--- config.mk ---
export PLATFORM = sky130hd
export DESIGN_NAME = bin_to_bcd_display
export DESIGN_NICKNAME = d
export VERILOG_FILES = /design/src/rtl/display_pkg.sv /design/src/rtl/bcd_digit_adjust.sv /design/src/rtl/bin_to_bcd_display.sv
export SDC_FILE = /design/constraint.sdc
export NUM_CORES = 1
export LEC_CHECK = 0
export ABC_AREA = 1
export BUFFER_PORTS_ARGS = -buffer_cell sky130_fd_sc_hd__buf_2
export CORE_MARGIN = 4
export CORE_UTILIZATION = 45
export CTS_BUF_LIST = sky130_fd_sc_hd__clkbuf_8 sky130_fd_sc_hd__clkbuf_16
export CTS_CLUSTER_SIZE = 12
export DETAILED_ROUTE_END_ITERATION = 7
export HOLD_SLACK_MARGIN = 0.05
export PLACE_DENSITY = 0.73
export SLEW_MARGIN = 20
export SYNTH_ARGS = -nofsm -noshare
export SYNTH_HDL_FRONTEND = slang
export SYNTH_SLANG_ARGS = --single-unit
export TNS_END_PERCENT = 1
--- constraint.sdc ---
create_clock -name clk -period 1.5 [get_ports clk]
set_input_delay 0.15 -clock clk [delete_from_list [all_inputs] [get_ports clk]]
set_output_delay 0.15 -clock clk [all_outputs]
set_load 0.1 [all_outputs]
--- src/rtl/display_pkg.sv ---
// Shared types and constants for the seven-segment display path.
package display_pkg;

    localparam int DIGIT_W = 4;

    typedef logic [DIGIT_W-1:0] bcd_digit_t;

    typedef enum logic [1:0] {
        IDLE  = 2'd0,
        SHIFT = 2'd1,
        DONE  = 2'd2
    } b2b_state_t;

    localparam bcd_digit_t BLANK_OVF_DIGIT = 4'hF;

endpackage

--- src/rtl/bcd_digit_adjust.sv ---
// Double-dabble correction for one BCD nibble: add 3 when the nibble is 5 or more.
module bcd_digit_adjust
    import display_pkg::*;
(
    input  bcd_digit_t nib,
    output bcd_digit_t adj
);

    assign adj = (nib >= 4'd5) ? nib + 4'd3 : nib;

endmodule

--- src/rtl/bin_to_bcd_display.sv ---
// Iterative binary-to-BCD converter with registered per-digit outputs,
// leading-zero blanking flags and an overflow indication.
module bin_to_bcd_display
    import display_pkg::*;
#(
    parameter int WIDTH  = 16,
    parameter int DIGITS = 6
) (
    input  logic                      clk,
    input  logic                      rst,
    input  logic                      start,
    input  logic [WIDTH-1:0]          value,
    input  logic                      lz_en,
    output logic                      busy,
    output logic                      done,
    output logic [DIGITS*DIGIT_W-1:0] digits,
    output logic [DIGITS-1:0]         leading_zero,
    output logic                      overflow
);

    localparam int BCD_W = DIGITS * DIGIT_W;
    localparam int CW    = $clog2(WIDTH + 1);
    localparam logic [CW-1:0]     LAST   = CW'(WIDTH - 1);
    localparam logic [DIGITS-1:0] LZ_RST = ~DIGITS'(1);

    b2b_state_t        state_q, state_d;
    logic [WIDTH-1:0]  bin_q;
    logic [BCD_W-1:0]  bcd_q;
    logic [BCD_W-1:0]  bcd_adj;
    logic [CW-1:0]     cnt_q;
    logic              lz_q;
    logic              ovf_w;
    logic [DIGITS-1:0] lz_mask;
    logic              nz_acc;

    for (genvar g = 0; g < DIGITS; g++) begin : g_adj
        bcd_digit_adjust u_adj (
            .nib (bcd_q[g*DIGIT_W +: DIGIT_W]),
            .adj (bcd_adj[g*DIGIT_W +: DIGIT_W])
        );
    end

    // Prefix-OR from the top digit down: a digit blanks only if it and
    // everything above it are zero. Digit 0 always shows.
    always_comb begin
        lz_mask = '0;
        nz_acc  = 1'b0;
        for (int i = DIGITS - 1; i >= 0; i--) begin
            nz_acc     = nz_acc | (|bcd_q[i*DIGIT_W +: DIGIT_W]);
            lz_mask[i] = lz_q & ~nz_acc;
        end
        lz_mask[0] = 1'b0;
    end

    always_ff @(posedge clk) begin
        if (rst) state_q <= IDLE;
        else     state_q <= state_d;
    end

    always_comb begin
        state_d = state_q;
        case (state_q)
            IDLE:    if (start) state_d = SHIFT;
            SHIFT:   if (cnt_q == LAST) state_d = DONE;
            DONE:    state_d = IDLE;
            default: state_d = IDLE;
        endcase
    end

    assign busy = (state_q != IDLE);

    always_ff @(posedge clk) begin
        if (rst) begin
            bin_q        <= '0;
            bcd_q        <= '0;
            cnt_q        <= '0;
            lz_q         <= 1'b0;
            ovf_w        <= 1'b0;
            done         <= 1'b0;
            digits       <= '0;
            leading_zero <= LZ_RST;
            overflow     <= 1'b0;
        end else begin
            done <= 1'b0;
            case (state_q)
                IDLE: begin
                    if (start) begin
                        bin_q <= value;
                        bcd_q <= '0;
                        cnt_q <= '0;
                        lz_q  <= lz_en;
                        ovf_w <= 1'b0;
                    end
                end
                SHIFT: begin
                    // The adjusted top bit is what falls off the BCD register.
                    bcd_q <= {bcd_adj[BCD_W-2:0], bin_q[WIDTH-1]};
                    bin_q <= bin_q << 1;
                    ovf_w <= ovf_w | bcd_adj[BCD_W-1];
                    cnt_q <= cnt_q + 1'b1;
                end
                DONE: begin
                    done <= 1'b1;
                    if (ovf_w) begin
                        digits       <= {DIGITS{BLANK_OVF_DIGIT}};
                        leading_zero <= '0;
                        overflow     <= 1'b1;
                    end else begin
                        digits       <= bcd_q;
                        leading_zero <= lz_mask;
                        overflow     <= 1'b0;
                    end
                end
                default: ;
            endcase
        end
    end

endmodule

Yosys cells after proc, flatten, opt, wreduce, memory -nomap -nowiden
Index checks and enable logic that the tools add are counted.

Register bits after elaboration: 81. Word-level logic and storage cells: 75.

$add $sub $neg: 7. $lt $le $gt $ge: 6. Equality and inequality tests: 5. Multiplexer cells: 21. Bitwise operators: 15. Reduce and logical (&&, ||, !) cells: 11.

Operator list (count): 24-bit two-way mux (2); 24-bit case mux with 2 select lines (1); 16-bit case mux with 2 select lines (1); 4-bit by 2-bit adder with 4-bit output (second input constant) (6); 4-bit by 3-bit >= comparator with 1-bit output (second input constant) (6); 4-bit two-way mux (6); 4-bit OR reduction (5); 16-bit two-way mux (1); 5-bit case mux with 2 select lines (1); 6-bit two-way mux (1); 2-bit AND reduction (3); 5-bit by 1-bit adder with 5-bit output (second input constant) (1); 1-bit AND (5); 5-bit by 4-bit == test with 1-bit output (second input constant) (1); 5-bit two-way mux (1); 1-bit NOT (5); 1-bit bitwise OR (5); 2-bit two-way mux (2); 2-bit inequality test (second input constant) (2); 2-bit case mux with 2 select lines (1); 2-bit nonzero test (2); 1-bit two-way mux (3); 2-bit by 1-bit == test with 1-bit output (second input constant) (1); 2-bit == test (second input constant) (1); 2 further kinds (2).

Logic depth before layout (Yosys ltp)
Word-level depth: 8. Mapped depth: 9.

Modules after synthesis
A second synthesis with hierarchy kept.

Cell total of the unflattened synthesis: 536. Area total of the unflattened synthesis: 3867.5 sq um.

Modules (own cells, without submodules): bin_to_bcd_display (times used 1, cells an instance 398, area each 3056.7 sq um, sequential area each 1601.5 sq um); bcd_digit_adjust (times used 6, cells an instance 23, area each 135.1 sq um, sequential area each 0.0 sq um).

Least setup slack after synthesis
No wires, ideal clock.

Path kind: reg-to-reg. Start point: register state_q[1]. End point: register bin_q[5]. Data arrival time: 1.257 ns. Required time: 1.372 ns. Slack: 0.115 ns. Cell stages (with the launch flop): 8. Cells stage by stage: dfxtp_1 > inv_1 > nand2_4 > nor2_8 > nor2_8 > buf_4 > a21oi_1 > nor2_1.

Cells in the longest elaborated chain, start to end: 3. Elaborated cells between the ends (all ways): 6. Classes of those cells: eq/ne (2); mux (1); reduce/logical (3).

Ends and longest elaborated chain: start: declaration (RTL line bin_to_bcd_display.sv:26) `b2b_state_t state_q, state_d;`; start signal: assignment (RTL line bin_to_bcd_display.sv:57) `else state_q <= state_d;`; 2-bit by 1-bit == test with 1-bit output / 2-bit zero test (equally long branches) (RTL line bin_to_bcd_display.sv:85) `case (state_q)`; 2-bit nonzero test (no source line) / 2-bit inequality test (equally long branches); 2-bit AND reduction (no source line); end signal: assignment (RTL line bin_to_bcd_display.sv:88) `bin_q <= value;`; end signal: assignment (RTL line bin_to_bcd_display.sv:98) `bin_q <= bin_q << 1;`; end: declaration (RTL line bin_to_bcd_display.sv:27) `logic [WIDTH-1:0] bin_q;`.

Parallel ways exist; a longest one is shown, timed or not. A chain may end at the register's enable or synchronous reset.

Worst setup path in the final report
Start point: register cnt_q[1]. End point: register cnt_q[4].

Cells in the longest elaborated chain, start to end: 2.

Ends and longest elaborated chain: start: declaration (RTL line bin_to_bcd_display.sv:30) `logic [CW-1:0] cnt_q;`; start signal: assignment (RTL line bin_to_bcd_display.sv:100) `cnt_q <= cnt_q + 1'b1;`; 5-bit by 1-bit adder with 5-bit output (RTL line bin_to_bcd_display.sv:100); 5-bit case mux with 2 select lines (RTL line bin_to_bcd_display.sv:85).

Every way passes these cells.

==> metrics.csv <==
stage;metric;value;unit
hold_path;holdPathEnd;bin_q[1]$_SDFFE_PP0P_;
synth;yosysTopAreaCellShare;42.8;%
clock_tree;post_cts_buffers;0;
global_route;globalRouteTotalUtil;17.7;%
die;coreArea;0.00818;mm²
drt;vias;3517;
synth;ys_warn_count;0;
sta;finalSetupTns;0;ns
clock_tree;clock-sinks;80;
setup_path;path_cells;ha_1 > inv_1 > nor3_1 > ha_1 > or2_0 > a21oi_1;
synth;async_flop_share;0;%
sta;worst_clock_skew;0.00420;ns
clock_tree;clk_path_buf_depth;2;
sta;min_period;1.39;ns
clock_tree;clkTransAtPathRegs;0.08;ns
sta;hold_viol_final;0;
drt;detail-route-antenna-nets;0;
synth;postSynthCellCount;519;
sta;rsz0062_at_grt;false;
clock_tree;root_buffer;clkbuf_8;
placed_design;postPlaceCellArea;0.00420;mm²
setup_path;crit_fanout;3;
synth;synthFlopType;dfxtp_1;
finish;insertedDiodeCount;0;
clock_tree;clk_latency;0.34;ns
synth;seq_area_frac_synth;42.8;%
flow_run;cap_violations;0;
finish;stdcell_area;0.00440;mm²
placed_design;dp_hpwl;6.00;mm
die;boundaryPins;53;
setup_path;cp.arrival;1.67;ns
drt;drtPass1Iterations;4;
sta;timing.hold.ws;0.0778;ns
global_route;grt_pass1_wl;14.5;mm
placed_design;gp_congestion;0.868;
die;die-area;0.00985;mm²
synth;synth_cell_types;25;
finish;drive_gt1_share;16.1;%
synth;synth-seq-cells;80;
sta;fmax;720;MHz
clock_tree;cts.htree.levels;3;
synth;synth_area_leaders;dfxtp_1 43%, nand2_1 15%, a21oi_1 8.0%;
finish;post-route-util;53.8;%
die;rows;33;
synth;synth-edff-count;0;
die;die-width;99.2;µm
die;die_h;99.2;µm
synth;syn_area_per_cell;7.22;µm²
global_route;grt_max_degree;29;
setup_path;crit_required;1.78;ns
sta;period_share;92.5;%
setup_path;critPathMostFrequentCell;ha_1;
clock_tree;cts_buffers;9;
setup_path;end_kind;flip-flop;
power_and_ir_drop;powerDensity;904;mW/mm²
drt;viasPerCell;5.11;
synth;synth_area_leader_cell;dfxtp_1;
synth;synth_most_common_cell;nand2_1;
hold_path;whs_path_depth;3;
synth;synth_area;0.00375;mm²
setup_path;r2r_cells;6;
drt;post_drt_wl_per_cell;12.4;µm
global_route;grt_overflow;0;
setup_path;timing.rr.end;cnt_q[4]$_SDFFE_PP0P_;
drt;drc;0;
sta;drv_slew;0;
hold_path;min_path_type;input port to flip-flop;
global_route;grt_pass1_vias;3293;
power_and_ir_drop;leakage;2.07;nW
setup_path;critPathMaxStageDelay;0.36;ns
clock_tree;cts_tree;built;
synth;ys_top_cells_by_count;149 x nand2_1, 80 x dfxtp_1, 60 x a21oi_1, 43 x inv_1, 43 x nand3_1;
drt;drt-total-wl;8.50;mm
power_and_ir_drop;ir_worst_vdd;0.642;mV
placed_design;port_buffers;51;
sta;setup_ws;0.112;ns
die;initial_utilization;45.8;%
finish;fin_nets;618;
hold_path;holdCritStartpoint;value[1];
finish;fill_cells;818;
finish;areaGrowthSynthToFinish;17.4;%
setup_path;crit_type;flip-flop to flip-flop;
global_route;antenna_found_initial;0;
setup_path;cp-start-kind;flip-flop;
drt;drt_iter0_markers;117;
sta;setup_viol;0;
outcome;outcome;complete, no violations;
setup_path;worstReg2RegStart;cnt_q[1]$_SDFFE_PP0P_;
setup_path;slowest_stage;dfxtp_1;
setup_path;reg2reg_slack;0.11;ns
synth;synth_nets;558;
placed_design;dp_slack;0.0805;ns
## worst max-delay path by stage
stage | start | end
floorplan | state_q[1]$_SDFFE_PP0P_ | bin_q[5]$_SDFFE_PP0P_
global placement | bcd_q[20]$_SDFFE_PP0P_ | leading_zero[1]$_SDFFE_PP1P_
detailed placement | cnt_q[0]$_SDFFE_PP0P_ | cnt_q[4]$_SDFFE_PP0P_
CTS | cnt_q[0]$_SDFFE_PP0P_ | cnt_q[4]$_SDFFE_PP0P_
global route | bcd_q[12]$_SDFFE_PP0P_ | bcd_q[14]$_SDFFE_PP0P_
finish | cnt_q[1]$_SDFFE_PP0P_ | cnt_q[4]$_SDFFE_PP0P_
## worst max-delay path: cells and delay by family (launching register included)
kind / cells / cell delay, ns
compound gates: 1 / 0.13
fa+ha+maj: 2 / 0.43
buf+inv: 1 / 0.05
flops: 1 / 0.36
simple gates: 2 / 0.37
## per-stage QoR
stage          power (mW)  cells
2_1_floorplan        2.47    519
3_3_place_gp         2.58    671
3_5_place_dp         2.59    671
4_1_cts              4.01    688
5_1_grt              4.14    688
6_report             3.98    688
## logic make-up (layout without fill, tap and decap cells)
group           after synthesis  after routing  share of synthesized area (%)
buf+inv                      68            132                           8.05
other cells                   1              1                          0.100
fa+ha+maj                    19             19                           6.35
flops                        80             80                           42.8
simple gates                254            254                           29.7
compound gates               97             97                           13.0
## repair_timing
| action | CTS | global route |
|---|---|---|
| resized for setup | 0 | 4 |
| hold endpoints to repair | 2 | 0 |
| endpoints found under the setup margin | 0 | 4 |
| hold buffers | 2 | 0 |
## sequential cells by signal, summed over array words and instances, names as in the netlist
register and count:
bcd_q 24, digits 24, bin_q 16, cnt_q 5, leading_zero 5, state_q 2
done 1, lz_q 1, overflow 1, ovf_w 1
## per-layer routing
layer	global-route usage, %	wire [µm]
met4	6.72	150
met1	22.1	3910
met2	29.5	3920
met3	4.21	516
met5	0	0
## area by class of cell
cell class                 instances  area, µm²  share of cell area, %
clock buffer                      11        151                   3.44
clock inverter                     4       21.3                  0.484
inverter                          45        169                   3.84
multi-input combinational        371       1850                   42.1
sequential                        80       1600                   36.5
tap                              105        131                   2.99
timing repair buffer              72        470                   10.7
## report_power, final
group,internal (mW),switching [mW],leakage [nW]
sequential,2.16,0.0212,0.649
combinational,0.132,0.224,1.33
clock,0.672,0.767,0.0924
total,2.96,1.01,2.07
## cell usage in the layout (no fill, tap or decap), types with 11 or more instances in the layout
master	n
buf_4	16
dfxtp_1	78
inv_1	44
nand3_1	42
ha_1	19
a21oi_1	60
nand2_1	149
nor2_1	33
clkbuf_8	11
nand4_1	16
buf_2	50
o21ai_0	36
Note: power is estimated with default switching activity, not from simulation.
